`config.mk`:
```
export PLATFORM = sky130hd
export DESIGN_NAME = micro_mem_flat
export DESIGN_NICKNAME = d
export VERILOG_FILES = /design/src/rtl/micro_mem_if.sv /design/src/rtl/micro_mem.sv /design/src/flat_wrapper.sv
export SDC_FILE = /design/constraint.sdc
export NUM_CORES = 1
export LEC_CHECK = 0
export ABC_CLOCK_PERIOD_IN_PS = 2600
export CORE_ASPECT_RATIO = 0.5
export CORE_UTILIZATION = 57
export CTS_CLUSTER_DIAMETER = 30
export CTS_CLUSTER_SIZE = 10
export DETAILED_ROUTE_END_ITERATION = 8
export DONT_BUFFER_PORTS = 1
export PLACE_DENSITY = 0.76
export SYNTH_ARGS = -nofsm -noshare
export SYNTH_HDL_FRONTEND = slang
export SYNTH_SLANG_ARGS = --single-unit
```
`constraint.sdc`:
```
create_clock -name clk -period 2.6 [get_ports clk]
set_input_delay 0.52 -clock clk [delete_from_list [all_inputs] [get_ports clk]]
set_output_delay 0.52 -clock clk [all_outputs]
set_load 0.01 [all_outputs]
```
`src/rtl/micro_mem_if.sv`:
```
// micro_mem_if: bus bundle between the micro CPU / program loader side and the
// micro_mem responder.
//   CPU port    : mem_addr, mem_din, mem_read, mem_write -> mem_dout, cpu_reset
//   Loader port : ld_valid, ld_data, ld_last             -> ld_ready
//   Control     : reload
//   Status      : err, rd_count, wr_count (CNT_W-bit saturating counters)
// Modports: master = CPU/loader/bench side, slave = memory responder.
interface micro_mem_if #(
  parameter int CNT_W = 8
);
  logic [5:0]       mem_addr;
  logic [7:0]       mem_din;
  logic             mem_read;
  logic             mem_write;
  logic [7:0]       mem_dout;
  logic             cpu_reset;
  logic             ld_valid;
  logic [7:0]       ld_data;
  logic             ld_last;
  logic             ld_ready;
  logic             reload;
  logic             err;
  logic [CNT_W-1:0] rd_count;
  logic [CNT_W-1:0] wr_count;

  modport master (
    output mem_addr, mem_din, mem_read, mem_write, ld_valid, ld_data, ld_last, reload,
    input  mem_dout, cpu_reset, ld_ready, err, rd_count, wr_count
  );

  modport slave (
    input  mem_addr, mem_din, mem_read, mem_write, ld_valid, ld_data, ld_last, reload,
    output mem_dout, cpu_reset, ld_ready, err, rd_count, wr_count
  );
endinterface

```
`src/rtl/micro_mem.sv`:
```
// micro_mem: 64x8 RAM responder for the micro accumulator CPU with a
// byte-stream program loader.
// Sequence: CLEAR (zero-fill all 64 words) -> LOAD (accept bytes over
// valid/ready) -> RUN (serve CPU reads/writes). A reload pulse in RUN restarts
// the sequence. The CPU is held in reset (cpu_reset=1) until RUN.
// Ports:
//   clk   - rising-edge clock
//   reset - asynchronous active-low reset
//   bus   - micro_mem_if slave modport (CPU port, loader stream, status)
module micro_mem #(
  parameter int DEPTH = 64,
  parameter int CNT_W = 8
) (
  input  logic        clk,
  input  logic        reset,
  micro_mem_if.slave  bus
);

  typedef enum logic [1:0] {
    ST_CLEAR = 2'd0,
    ST_LOAD  = 2'd1,
    ST_RUN   = 2'd2
  } state_t;

  localparam logic [5:0] LAST_ADDR = 6'(DEPTH - 1);

  state_t           r_state;
  logic [5:0]       r_clr_addr;
  logic [5:0]       r_ld_addr;
  logic             r_cpu_reset;
  logic             r_ld_ready;
  logic             r_err;
  logic [CNT_W-1:0] r_rd_count;
  logic [CNT_W-1:0] r_wr_count;
  logic [7:0]       r_mem [DEPTH];

  logic             w_xfer;
  logic             w_we;
  logic [5:0]       w_waddr;
  logic [7:0]       w_wdata;

  // r_ld_ready is high exactly while in LOAD, so it doubles as the state qualifier.
  assign w_xfer = bus.ld_valid & r_ld_ready;

  // Single write port shared by the clear sweep, the loader and the CPU.
  // NOTE: every always_comb output gets a default first so no latch is inferred.
  always_comb begin
    w_we    = 1'b0;
    w_waddr = bus.mem_addr;
    w_wdata = bus.mem_din;
    case (r_state)
      ST_CLEAR: begin
        w_we    = 1'b1;
        w_waddr = r_clr_addr;
        w_wdata = 8'h00;
      end
      ST_LOAD: begin
        w_we    = w_xfer;
        w_waddr = r_ld_addr;
        w_wdata = bus.ld_data;
      end
      ST_RUN:  w_we = bus.mem_write;
      default: w_we = 1'b0;
    endcase
  end

  // NOTE: the array has no reset; the CLEAR sweep zeroes it after every reset.
  always_ff @(posedge clk) begin
    if (w_we) r_mem[w_waddr] <= w_wdata;
  end

  // Asynchronous read: on a read/write collision this shows the old contents,
  // because the write only lands at the edge.
  assign bus.mem_dout = (r_state == ST_RUN) ? r_mem[bus.mem_addr] : 8'h00;

  // NOTE: sequential state uses non-blocking assignments only.
  always_ff @(posedge clk or negedge reset) begin
    if (!reset) begin
      r_state     <= ST_CLEAR;
      r_clr_addr  <= '0;
      r_ld_addr   <= '0;
      r_cpu_reset <= 1'b1;
      r_ld_ready  <= 1'b0;
      r_err       <= 1'b0;
      r_rd_count  <= '0;
      r_wr_count  <= '0;
    end else begin
      case (r_state)
        ST_CLEAR: begin
          r_clr_addr <= r_clr_addr + 6'd1;
          if (r_clr_addr == LAST_ADDR) begin
            r_state    <= ST_LOAD;
            r_ld_addr  <= '0;
            r_ld_ready <= 1'b1;
          end
        end
        ST_LOAD: begin
          if (w_xfer) begin
            r_ld_addr <= r_ld_addr + 6'd1;
            if (bus.ld_last || (r_ld_addr == LAST_ADDR)) begin
              r_state     <= ST_RUN;
              r_cpu_reset <= 1'b0;
              r_ld_ready  <= 1'b0;
            end
          end
        end
        ST_RUN: begin
          if (bus.reload) begin
            // Status clears on reload; any same-cycle CPU write still lands
            // and is then wiped by the clear sweep.
            r_state     <= ST_CLEAR;
            r_clr_addr  <= '0;
            r_cpu_reset <= 1'b1;
            r_err       <= 1'b0;
            r_rd_count  <= '0;
            r_wr_count  <= '0;
          end else begin
            if (bus.mem_read && bus.mem_write) r_err <= 1'b1;
            if (bus.mem_read && (r_rd_count != '1)) r_rd_count <= r_rd_count + 1'b1;
            if (bus.mem_write && (r_wr_count != '1)) r_wr_count <= r_wr_count + 1'b1;
          end
        end
        default: begin
          r_state     <= ST_CLEAR;
          r_clr_addr  <= '0;
          r_cpu_reset <= 1'b1;
          r_ld_ready  <= 1'b0;
        end
      endcase
    end
  end

  assign bus.cpu_reset = r_cpu_reset;
  assign bus.ld_ready  = r_ld_ready;
  assign bus.err       = r_err;
  assign bus.rd_count  = r_rd_count;
  assign bus.wr_count  = r_wr_count;

endmodule

```
`src/flat_wrapper.sv`:
```
// flat-port wrapper written by rule: the top's interface ports become plain ports
module micro_mem_flat 
#(
  parameter int DEPTH = 64,
  parameter int CNT_W = 8
)
  (clk, reset, bus_mem_addr, bus_mem_din, bus_mem_read, bus_mem_write, bus_ld_valid, bus_ld_data, bus_ld_last, bus_reload, bus_mem_dout, bus_cpu_reset, bus_ld_ready, bus_err, bus_rd_count, bus_wr_count);
  micro_mem_if #(.CNT_W(CNT_W)) bus_i ();
  input  logic clk;
  input  logic reset;
  input wire logic [$bits(bus_i.mem_addr)-1:0] bus_mem_addr;
  input wire logic [$bits(bus_i.mem_din)-1:0] bus_mem_din;
  input wire logic [$bits(bus_i.mem_read)-1:0] bus_mem_read;
  input wire logic [$bits(bus_i.mem_write)-1:0] bus_mem_write;
  input wire logic [$bits(bus_i.ld_valid)-1:0] bus_ld_valid;
  input wire logic [$bits(bus_i.ld_data)-1:0] bus_ld_data;
  input wire logic [$bits(bus_i.ld_last)-1:0] bus_ld_last;
  input wire logic [$bits(bus_i.reload)-1:0] bus_reload;
  output wire logic [$bits(bus_i.mem_dout)-1:0] bus_mem_dout;
  output wire logic [$bits(bus_i.cpu_reset)-1:0] bus_cpu_reset;
  output wire logic [$bits(bus_i.ld_ready)-1:0] bus_ld_ready;
  output wire logic [$bits(bus_i.err)-1:0] bus_err;
  output wire logic [$bits(bus_i.rd_count)-1:0] bus_rd_count;
  output wire logic [$bits(bus_i.wr_count)-1:0] bus_wr_count;
  assign bus_i.mem_addr = bus_mem_addr;
  assign bus_i.mem_din = bus_mem_din;
  assign bus_i.mem_read = bus_mem_read;
  assign bus_i.mem_write = bus_mem_write;
  assign bus_i.ld_valid = bus_ld_valid;
  assign bus_i.ld_data = bus_ld_data;
  assign bus_i.ld_last = bus_ld_last;
  assign bus_i.reload = bus_reload;
  assign bus_mem_dout = bus_i.mem_dout;
  assign bus_cpu_reset = bus_i.cpu_reset;
  assign bus_ld_ready = bus_i.ld_ready;
  assign bus_err = bus_i.err;
  assign bus_rd_count = bus_i.rd_count;
  assign bus_wr_count = bus_i.wr_count;
  micro_mem #(.DEPTH(DEPTH), .CNT_W(CNT_W)) u_core (.clk(clk), .reset(reset), .bus(bus_i));
endmodule
```
# [Word-level counts from Yosys, hierarchy flattened]
# Memories as Yosys holds them, arrays and structs flattened.
# Cells that the tools add are included.
[classes] bitwise_logic=4 eq_ne=10 n_reduce_logical=17 add_sub_neg=4 muxes=28
[op_table] cell="$mux W8" count=5
[op_table] cell="$pmux W6 S2" count=2
[op_table] cell="$mux W6" count=3
[op_table] cell="$pmux W6 S3" count=1
[op_table] cell="$add A8 B1 Y8 const B" count=2
[op_table] cell="$ne A8 B8 Y1 const B" count=2
[op_table] cell="$pmux W8 S2" count=1
[op_table] cell="$add A6 B1 Y6 const B" count=2
[op_table] cell="$eq A6 B6 Y1 const B" count=2
[op_table] cell="$reduce_and A4 Y1" count=3
[op_table] cell="$pmux W1 S3" count=3
[op_table] cell="$mux W1" count=8
[op_table] cell="$mux W2" count=4
[op_table] cell="$reduce_and A2 Y1" count=4
[op_table] cell="$reduce_bool A2 Y1" count=4
[op_table] cell="$ne A2 B1 Y1 const B" count=3
[op_table] cell="$pmux W2 S3" count=1
[op_table] cell="$logic_and A1 B1 Y1" count=3
[op_table] cell="$not A1 Y1" count=3
[op_table] cell="$reduce_and A3 Y1" count=1
[op_table] cell="$eq A2 B1 Y1 const B" count=1
[op_table] cell="$eq A2 B2 Y1 const B" count=1
[op_table] cell="$logic_not A2 Y1" count=1
[op_table] cell="$ne A2 B2 Y1 const B" count=1
[op_table] cell="2 further kinds" count=2
[word_totals] memories=1 output_inout_bits=27 wordCells=72 reg_bits=33 mem_bits_rw=512
[memory_table] name="u_core.r_mem" depth=64 word_bits=8 read_ports=1 rd_ports_with_merged_regs=0 write_ports=1 line="micro_mem.sv:35" source="logic [7:0] r_mem [DEPTH];"

# [Logic depth before layout (Yosys ltp)]
# Gate-level depths: netlist of the first run.
[logic_depth] word_depth=5 mapped_depth=8 mapped_depth_nobuf=6

# [Worst setup path after synthesis of the first run]
# OpenSTA, ideal clock, no wires.
[synth_path] path_type="register to register" from="reg u_core.r_state[1]" to="mem u_core.r_mem[0][0], data pin" setup_slack_ns=0.044 synth_period_minus_slack_ns=2.556 stages_incl_launch_ff=6 arrival_time_ns=2.190 path_cell_list="dfrtp_1 buf_4 clkbuf_1 clkbuf_1 buf_2 a22o_1"
[synth_via] elab_chain_len=2 elab_cells_between_ends=3
[synth_lines] element="start: declaration" line="micro_mem.sv:27" source="state_t r_state;"
[synth_lines] element="start signal: assignment" line="micro_mem.sv:79" source="r_state <= ST_CLEAR;"
[synth_lines] element="start signal: assignment" line="micro_mem.sv:92" source="r_state <= ST_LOAD;"
[synth_lines] element="start signal: assignment" line="micro_mem.sv:101" source="r_state <= ST_RUN;"
[synth_lines] element="$eq A2 B1 Y1 or $logic_not A2 Y1 (tied branches)" line="micro_mem.sv:51" source="case (r_state)"
[synth_lines] element="$pmux W8 S2 *" line="micro_mem.sv:51"
[synth_lines] element="named net u_core.w_wdata[0]" line="micro_mem.sv:40" source="logic [7:0] w_wdata;"
[synth_lines] element="end: declaration" line="micro_mem.sv:35"
# Mark *: on every way through the listed nets, which the timed path passes. The rest lies on a longest branch.

# [Worst setup path after layout of the first run]
[layout_path] from="mem u_core.r_mem[19][7]" to="out bus_mem_dout[7]"
[layout_via] elab_chain_len=2
[layout_lines] element="$mem_v2 Z64 W8"
[layout_lines] element="$mux W8" line="micro_mem.sv:74" source="assign bus.mem_dout = (r_state == ST_RUN) ? r_mem[bus.mem_addr] : 8'h00;"
[layout_lines] element="end: declaration" line="flat_wrapper.sv:19" source="output wire logic [$bits(bus_i.mem_dout)-1:0] bus_mem_dout;"
# Every way passes these cells.

==> reports/qor.yml, run 1 <==
outcome: "finished with violations"
violations: "negative setup slack"
hold_violations: 0
crit_fanout: 1
first_pass_iters: 6
h-tree-depth: 3
pwr-share-seq_pct: 47.3
drive_gt1_share_pct: 30.3
fillers: 2238
p_int_mw: 17.6
cts_tree: "yes"
cp_cell_sequence: "mux4_2 > mux2i_4 > a21oi_1 > o21ai_1 > nand2_2"
final_nets: 1299
crit_arrival_ns: 2.12
fin_skew_ns: 0.0243
path_delay_family: "multiplexers"
grt-ovfl-total: 0
final_common_cell: "edfxtp_1"
mappedNetlistArea_mm2: 0.0220
setup_ws_ns: -0.0424
startpoint: "u_core.r_mem[19][7]"
vias: 12000
cts.clk_slew.worst_paths_ns: 0.06
grt_first_pass_wirelength_um: 77400
ys_ff_latch: 545
io_pins: 56
utilization_pct: 67.8
critical_path_class: "reg2out"
multi_input_area_mm2: 0.00589
crit_path_end_kind: "output port"
clock_sink_count: 545
critPathLaunchType: "flop"
required_ns: 2.08
swShare_pct: 27.8
p_comb_share_pct: 17.6
synthArstFlopShare_pct: 6.06
antenna_left: 0
rows: 50
syn_avg_cell_area_um2: 19.0
ctsLongestPathBuffers: 3
hold_path.class: "in2reg"
setup_violations: 3
rsz0062_at_grt: "true"
finalSetupTns_ns: -0.107
power_mw: 24.4
synth-main-ff-cell: "edfxtp_1"
slowest_delay_ns: 0.54
maxSlewHeadroom_pct: 17.6
switching_power_mw: 6.78
cp_slowest_cell: "mux4_2"
fin_crit_sh_pct: 102
post-route-min-period_ns: 2.64
p_leak_nw: 8.48
clock-root-buffer: "clkbuf_16"
drt_iter0_markers: 1533
mostFrequentLayoutCells: "edfxtp_1, mux4_2, buf_4"
drc: 0
num_antenna_cells: 0
fmax_mhz: 378
ir_worst_vdd_v: 0.000566
grt_max_degree: 130
die_width_um: 280
routabilityCongestion: 0.872
grt_pass1_vias: 12300
syn_inst: 1157
numCtsBuffers: 70
worst-path-buf-inv: 0
seq_area_mm2: 0.0162
syn_nets: 1190
yosysWarnings: 0
ys_types: 55
hold_start: "bus_reload"
die_h_um: 141
r2r-start: "u_core.r_state[0]"
power_density_mw_per_mm2: 954
start_util_pct: 58.4
core_area_mm2: 0.0377
tightestPinTransition_ns: 1.23
area.growth.synth_to_final_pct: 16.2
drv_slew: 0
dp_hpwl_um: 29100
die_area_mm2: 0.0395
routed_wl_um: 51900
antenna_found_initial: 0
grt_usage_pct: 27.3
ys_seq_area_share_pct: 73.6
clkPwrFrac_pct: 35.1
max_cap_viol_count: 0
portBuffers: 0
worst_hold_slack_ns: 0.0335
vias_per_cell: 6.59
avgRoutedWirePerCell_um: 28.5
synth_edf_count: 512
clkLatencyLatePin_ns: 0.59
[logic make-up after synthesis]
logic type                 synth area share (%)
AOI/OAI and AO/OA                          3.44
buffers and inverters                      1.76
adders and majority gates                 0.227
DFF                                        73.6
muxes                                      15.7
xor gates and xnor gates                  0.318
and+or+nand+nor                            5.01
[what timing repair did]
item	in CTS	in global routing
setup endpoints to repair	8	33
hold buffers	2	0
buffers inserted	2	1
gates resized for setup	67	17
pin swaps	16	8
hold endpoints to repair	33	0
[per-layer routing]
metal	track usage [%]	share of wire (%)	up-vias
li1	-	-	4922
met1	36.6	38	6224
met2	43.3	48	717
met3	8.34	10	125
met4	8.92	2.9	0
met5	0.611	0	-
[worst paths after layout]
check	endpoint	slack (ns)	depth (start not counted)
setup / recovery	bus_mem_dout[7]	-0.04	5
hold / removal	u_core.bus.wr_count[4]	0.03	1
setup reg to reg	u_core.r_mem[34][1]	0.01	6
max in group asynchronous	u_core.bus.cpu_reset	1.97	2
hold reg to reg	u_core.r_clr_addr[0]	0.60	2
min in group asynchronous	u_core.bus.rd_count[5]	0.38	2
[sequential cells by signal, summed over array words and instances (netlist names)]
| register | flops |
|---|---|
| u_core.bus.cpu_reset | 1 |
| u_core.bus.err | 1 |
| u_core.bus.ld_ready | 1 |
| u_core.bus.rd_count | 8 |
| u_core.bus.wr_count | 8 |
| u_core.r_clr_addr | 6 |
| u_core.r_ld_addr | 6 |
| u_core.r_mem | 512 |
| u_core.r_state | 2 |
[power by group through the flow]
| stage | clock network, mW | logic (mW) | registers [mW] |
|---|---|---|---|
| after floorplan | 0 | 2.46 | 11.6 |
| after global placement | 0 | 3.75 | 11.6 |
| after detailed placement | 0 | 3.95 | 11.7 |
| after CTS | 8.63 | 4.16 | 11.5 |
| after global routing | 8.99 | 4.53 | 11.6 |
| final | 8.58 | 4.29 | 11.5 |
[final cells by class]
| class | count | share of cell area [%] |
|---|---|---|
| Inverter | 5 | 0.0733 |
| Clock inverter | 19 | 0.572 |
| Tap cell | 520 | 2.54 |
| Multi-Input combinational cell | 550 | 23.0 |
| Clock buffer | 86 | 7.25 |
| Sequential cell | 545 | 63.3 |
| Timing Repair Buffer | 94 | 3.22 |
[synth_stat cells (all sizes together), types with 8 or more instances]
| cell type | count | area [um2] |
|---|---|---|
| nand2 | 67 | 251 |
| nor2b | 9 | 56.3 |
| mux4 | 128 | 2880 |
| mux2i | 53 | 543 |
| o21ai | 33 | 165 |
| a22o | 8 | 70.1 |
| nand4 | 9 | 56.3 |
| nor3 | 9 | 45.0 |
| a21oi | 20 | 100 |
| nand3 | 24 | 120 |
| nand2b | 8 | 50.1 |
| dfrtp | 32 | 801 |
| buf | 37 | 293 |
| edfxtp | 512 | 15400 |
| nor2 | 89 | 354 |
| clkbuf | 20 | 75.1 |
| o22ai | 20 | 125 |
[through the flow]
stage | instance area, um2 | worst slack (ns) | instances
global route | 25600 | -0.0827 | 1819
detailed placement | 23100 | 0.137 | 1709
finish | 25600 | -0.0424 | 1819
floorplan | 22000 | 0.0440 | 1157
global placement | 23100 | 0.150 | 1709
CTS | 25500 | -0.0220 | 1818
[worst register-to-register path: stages, from the launching register on]
cell	delay [ns]
dfrtp_1	0.37
buf_4	0.15
mux2_4	0.32
mux2i_4	0.16
inv_2	0.12
or3_1	0.61
nor2_2	0.50
(Power assumes the default switching activity.)
==> run 2: changes to the inputs <==
CTS_CLUSTER_DIAMETER = unset   (was 30)
TNS_END_PERCENT = 100   (was unset)
==> run 2 against run 1 <==
Worst hold slack worse by 0.0097 ns. The run still ends with negative setup slack left. Die area stayed put. Clock skew is 0.0058 ns lower. Critical endpoint is now bus_mem_dout[4]. Global-route usage is 0.32 points lower. Count of clock-buffer cells in the layout is 1 lower. Wire length is 0.63% lower. Sequential power hardly changed. Non-clock buffer count is 1 lower. Final area is 1.4% lower. Sequential share of layout area is 0.93 points higher. Combinational power hardly changed. Utilization is 0.98 points lower.
==> reports/qor.yml, run 2 (synthesized netlist as in run 1, its figures left out) <==
crit_fanout: 1
seq_area_mm2: 0.0162
die_h_um: 141
ir_worst_vdd_v: 0.000672
tightestPinTransition_ns: 1.21
power_density_mw_per_mm2: 924
fillers: 2327
core_area_mm2: 0.0377
utilization_pct: 66.9
place_inst: 1709
die_width_um: 280
largest_reg_flops: 512
clkLatencyLatePin_ns: 0.60
rows: 50
final_common_cell: "edfxtp_1"
required_ns: 2.08
finalSetupTns_ns: -0.303
p_comb_share_pct: 18.4
fmax_mhz: 376
first_pass_iters: 6
post_dp_cell_area_mm2: 0.0231
p_leak_nw: 8.29
ctsLongestPathBuffers: 3
instances_no_fill: 1801
final_cell_area_mm2: 0.0252
max_cap_viol_count: 0
routed_wl_um: 51500
pre_cts_ws_ns: 0.137
post-route-min-period_ns: 2.66
critPathLaunchType: "flop"
drv_slew: 0
fin_skew_ns: 0.0185
cts.clk_slew.worst_paths_ns: 0.06
die_area_mm2: 0.0395
hold_violations: 0
h-tree-depth: 2
crit_path_end_kind: "output port"
grt_first_pass_wirelength_um: 76900
swShare_pct: 27.8
crit_arrival_ns: 2.14
multi_input_area_mm2: 0.00587
violations: "negative setup slack"
outcome: "finished with violations"
hold_path.class: "in2reg"
vias: 11900
drt_iter0_markers: 1492
clock-root-buffer: "clkbuf_16"
maxSlewHeadroom_pct: 18.9
dp_hpwl_um: 29100
vias_per_cell: 6.63
drive_gt1_share_pct: 28.7
mostFrequentLayoutCells: "edfxtp_1, mux4_2, buf_4"
grt_usage_pct: 27.0
numCtsBuffers: 60
fin_crit_sh_pct: 102
portBuffers: 0
grt-ovfl-total: 0
cp_cell_sequence: "mux4_2 > mux2i_2 > a211oi_2 > nand3_1 > nand2_2"
slowest_delay_ns: 0.51
io_pins: 56
routabilityCongestion: 0.872
p_int_mw: 16.8
cp_slowest_cell: "mux4_2"
cts_tree: "yes"
area.growth.synth_to_final_pct: 14.5
clkPwrFrac_pct: 32.1
antenna_left: 0
pwr-share-seq_pct: 49.5
antenna_found_initial: 2
grt_pass1_vias: 12200
setup_ws_ns: -0.0602
clock_sink_count: 545
drc: 0
start_util_pct: 58.4
rsz0062_at_grt: "true"
critical_path_class: "reg2out"
avgRoutedWirePerCell_um: 28.6
final_nets: 1288
largest_register: "u_core.r_mem"
setup_violations: 15
grt_max_degree: 130
switching_power_mw: 6.49
## run 2: cell count changes in the layout (fill, tap and decap cells not counted), moves of 3 or more
cell	change
inv_6	-3
clkinv_1	-4
clkinv_2	-7
clkbuf_1	+9
clkbuf_16	-10
## run 2: layout make-up
cell class,instances,share of cell area [%]
clock buffers,85,6.49
well taps,520,2.58
repair buffers,93,3.24
inverters,5,0.0744
flip-flops and latches,545,64.2
multi-input cells,550,23.3
clock inverters,2,0.0943
diodes,1,0.00992
## run 2: routing by layer
metal | vias to the layer above | share of wire (%) | global-route usage, %
met4 | 2 | 2.2 | 7.36
met2 | 796 | 49 | 43.0
li1 | 4900 | - | -
met3 | 113 | 11 | 8.20
met1 | 6137 | 38 | 36.6
met5 | - | 0.023 | 0
## run 2: worst max-delay path: cells and delay by family, from the launching register on
kind	cells	cell delay (ns)
compound gates	1	0.11
flops	1	0.41
mux	2	0.71
simple gates	2	0.31
## run 2: through the flow
step / hold WS [ns] / total power [mW]
floorplan: 0.224 / 14.0
global placement: 0.225 / 15.4
detailed placement: 0.225 / 15.6
CTS: 0.00579 / 23.1
global route: 0.00177 / 24.0
finish: 0.0238 / 23.3
## run 2: timing repair
action / in CTS / in global routing
endpoints found under the hold margin: 33 / 0
setup endpoints to repair: 8 / 32
resized for setup: 59 / 21
setup buffers: 1 / 1
hold buffers: 2 / 0
pin swaps: 14 / 9
## run 2: power by group through the flow
stage / Clock, mW / Sequential (mW) / Combinational (mW)
after floorplan: 0 / 11.6 / 2.46
after global placement: 0 / 11.6 / 3.75
after detailed placement: 0 / 11.7 / 3.95
after CTS: 7.50 / 11.5 / 4.11
after global routing: 7.89 / 11.6 / 4.53
final: 7.48 / 11.5 / 4.29
## run 2: final timing paths
path	to	cells after the start	slack, ns	from
hold / removal	u_core.bus.wr_count[4]	1	0.02	bus_reload
setup / recovery	bus_mem_dout[4]	5	-0.06	u_core.r_mem[15][4]
min in group asynchronous	u_core.bus.wr_count[3]	2	0.37	reset
setup reg to reg	u_core.r_mem[33][6]	6	-0.01	u_core.r_state[0]
hold reg to reg	u_core.r_clr_addr[0]	2	0.60	u_core.r_clr_addr[0]
max in group asynchronous	u_core.bus.cpu_reset	2	1.99	reset
==> run 3: changes to the inputs <==
ABC_CLOCK_PERIOD_IN_PS = 3300   (was 2600)
CORE_UTILIZATION = 31   (was 57)
PLACE_DENSITY = 0.46   (was 0.76)
clock period = 3.3 ns   (was 2.6 ns; I/O delays follow)
==> run 3 against run 2 <==
The run now ends clean. Clock skew rose by 0.0020 ns. Sequential cell count unchanged. Die area up 83%. Sequential power decreased by 21%. Final cell count increased by 23%. Largest cell class unchanged. Largest power group unchanged.
==> reports/qor.yml, run 3 (synthesized netlist as in run 1, its figures left out) <==
mostFrequentLayoutCells: "edfxtp_1, mux4_2, buf_4"
rsz0062_at_grt: "false"
required_ns: 2.64
crit_path_end_kind: "output port"
cts.clk_slew.worst_paths_ns: 0.06
setup_violations: 0
switching_power_mw: 5.05
die_h_um: 190
die_area_mm2: 0.0722
area.growth.synth_to_final_pct: 14.7
final_cell_area_mm2: 0.0253
drv_slew: 0
finalSetupTns_ns: 0
clkLatencyLatePin_ns: 0.62
largest_reg_flops: 512
drive_gt1_share_pct: 24.9
num_antenna_cells: 0
grt-ovfl-total: 0
p_leak_nw: 8.27
grt_usage_pct: 15.4
routabilityCongestion: 0.771
outcome: "complete, no violations"
post_dp_cell_area_mm2: 0.0236
grt_pass1_vias: 11800
portBuffers: 0
largest_register: "u_core.r_mem"
clkPwrFrac_pct: 32.1
pre_cts_ws_ns: 0.389
start_util_pct: 31.6
cts_tree: "yes"
power_mw: 18.1
vias_per_cell: 5.07
fin_skew_ns: 0.0205
clock_sink_count: 545
ctsLongestPathBuffers: 3
drt_iter0_markers: 925
vias: 11200
pwr-share-seq_pct: 50.2
antenna_left: 0
max_cap_viol_count: 0
r2r-start: "u_core.r_state[0]"
post-route-min-period_ns: 3.10
startpoint: "u_core.r_state[1]"
maxSlewHeadroom_pct: 56.7
numCtsBuffers: 60
p_int_mw: 13.1
die_width_um: 379
critical_path_class: "reg2out"
crit_arrival_ns: 2.44
worstSetupEndpoint: "bus_mem_dout[7]"
swShare_pct: 27.9
h-tree-depth: 2
antenna_found_initial: 2
power_density_mw_per_mm2: 717
fin_crit_sh_pct: 94.0
final_nets: 1290
hold_path.class: "in2reg"
core_area_mm2: 0.0696
rows: 68
rr_worst_depth: 5
drc: 0
ir_worst_vdd_v: 0.000552
first_pass_iters: 5
tightestPinTransition_ns: 0.649
reg2reg_to: "u_core.r_mem[20][4]"
io_pins: 56
critPathLaunchType: "flop"
routed_wl_um: 54700
setup_ws_ns: 0.199
hold_violations: 0
final_common_cell: "edfxtp_1"
rrSetupSlack_ns: 0.62
dp_hpwl_um: 33900
fmax_mhz: 322
grt_max_degree: 130
post-cts-setup-buffer-count: 0
grt_first_pass_wirelength_um: 80900
p_comb_share_pct: 17.7
clock-root-buffer: "clkbuf_16"
crit_fanout: 20
avgRoutedWirePerCell_um: 24.7
## run 3: changes by cell type in the layout (fill, tap and decap cells not counted), moves of 4 or more
| cell | previous run | this run |
|---|---|---|
| mux2i_1 | 30 | 52 |
| mux2i_4 | 14 | 1 |
| clkbuf_1 | 23 | 12 |
| o22ai_1 | 9 | 20 |
| mux2i_2 | 9 | 0 |
| nand2_1 | 59 | 67 |
| nand2_2 | 8 | 0 |
| o22ai_2 | 7 | 0 |
| buf_4 | 82 | 86 |
| nand3_1 | 20 | 24 |
| nand3_2 | 4 | 0 |
| o22ai_4 | 4 | 0 |
## run 3: power groups by stage
stage,Sequential [mW],Clock (mW),Combinational [mW]
final,9.10,5.81,3.20
after global routing,9.17,6.23,3.47
after CTS,9.10,5.98,3.24
after detailed placement,9.24,0,3.22
after global placement,9.20,0,3.12
after floorplan,9.11,0,1.94
## run 3: timing repair
item | in CTS | in global routing
pin swaps | 0 | 1
hold buffers | 2 | 0
gates resized for setup | 2 | 1
endpoints found under the hold margin | 33 | 0
endpoints found under the setup margin | 4 | 2
## run 3: stage by stage
step	cells	hold WS (ns)	utilization, %
2_1_floorplan	1157	0.364	-
3_3_place_gp	2138	0.366	34.0
3_5_place_dp	2138	0.365	34.0
4_1_cts	2216	0.0756	36.3
5_1_grt	2216	0.0896	36.3
6_report	2216	0.116	36.3
## run 3: per-layer routing
layer  part of all wire [%]  track usage, %
met1                     45            21.2
met4                    1.9            4.00
met5                  0.035               0
met2                     47            25.0
met3                    5.1            3.08
## run 3: worst min-delay path by stage
stage	depth (start not counted)	slack (ns)	to	from
floorplan	0	0.36	u_core.bus.err	reset
global placement	0	0.37	u_core.bus.rd_count[3]	reset
detailed placement	0	0.37	u_core.bus.rd_count[1]	reset
CTS	1	0.08	u_core.bus.wr_count[5]	bus_reload
global route	1	0.09	u_core.bus.wr_count[5]	bus_reload
finish	1	0.12	u_core.bus.wr_count[5]	bus_reload
## run 3: critical path, cell delays in order, from the launching register on
cell and delay [ns]:
dfrtp_2 0.57, nor3b_2 0.44, o21ai_0 0.22, a221oi_1 0.26, o21ai_1 0.16, nand2_1 0.17
## run 3: area by class of cell
cell class / count / area [um2]
clock inverter: 3 / 22.5
sequential: 545 / 16200
multi-input combinational: 550 / 5450
tap: 945 / 1180
timing repair buffer: 95 / 816
inverter: 5 / 18.8
clock buffer: 73 / 1570
fill: 6484 / 44300
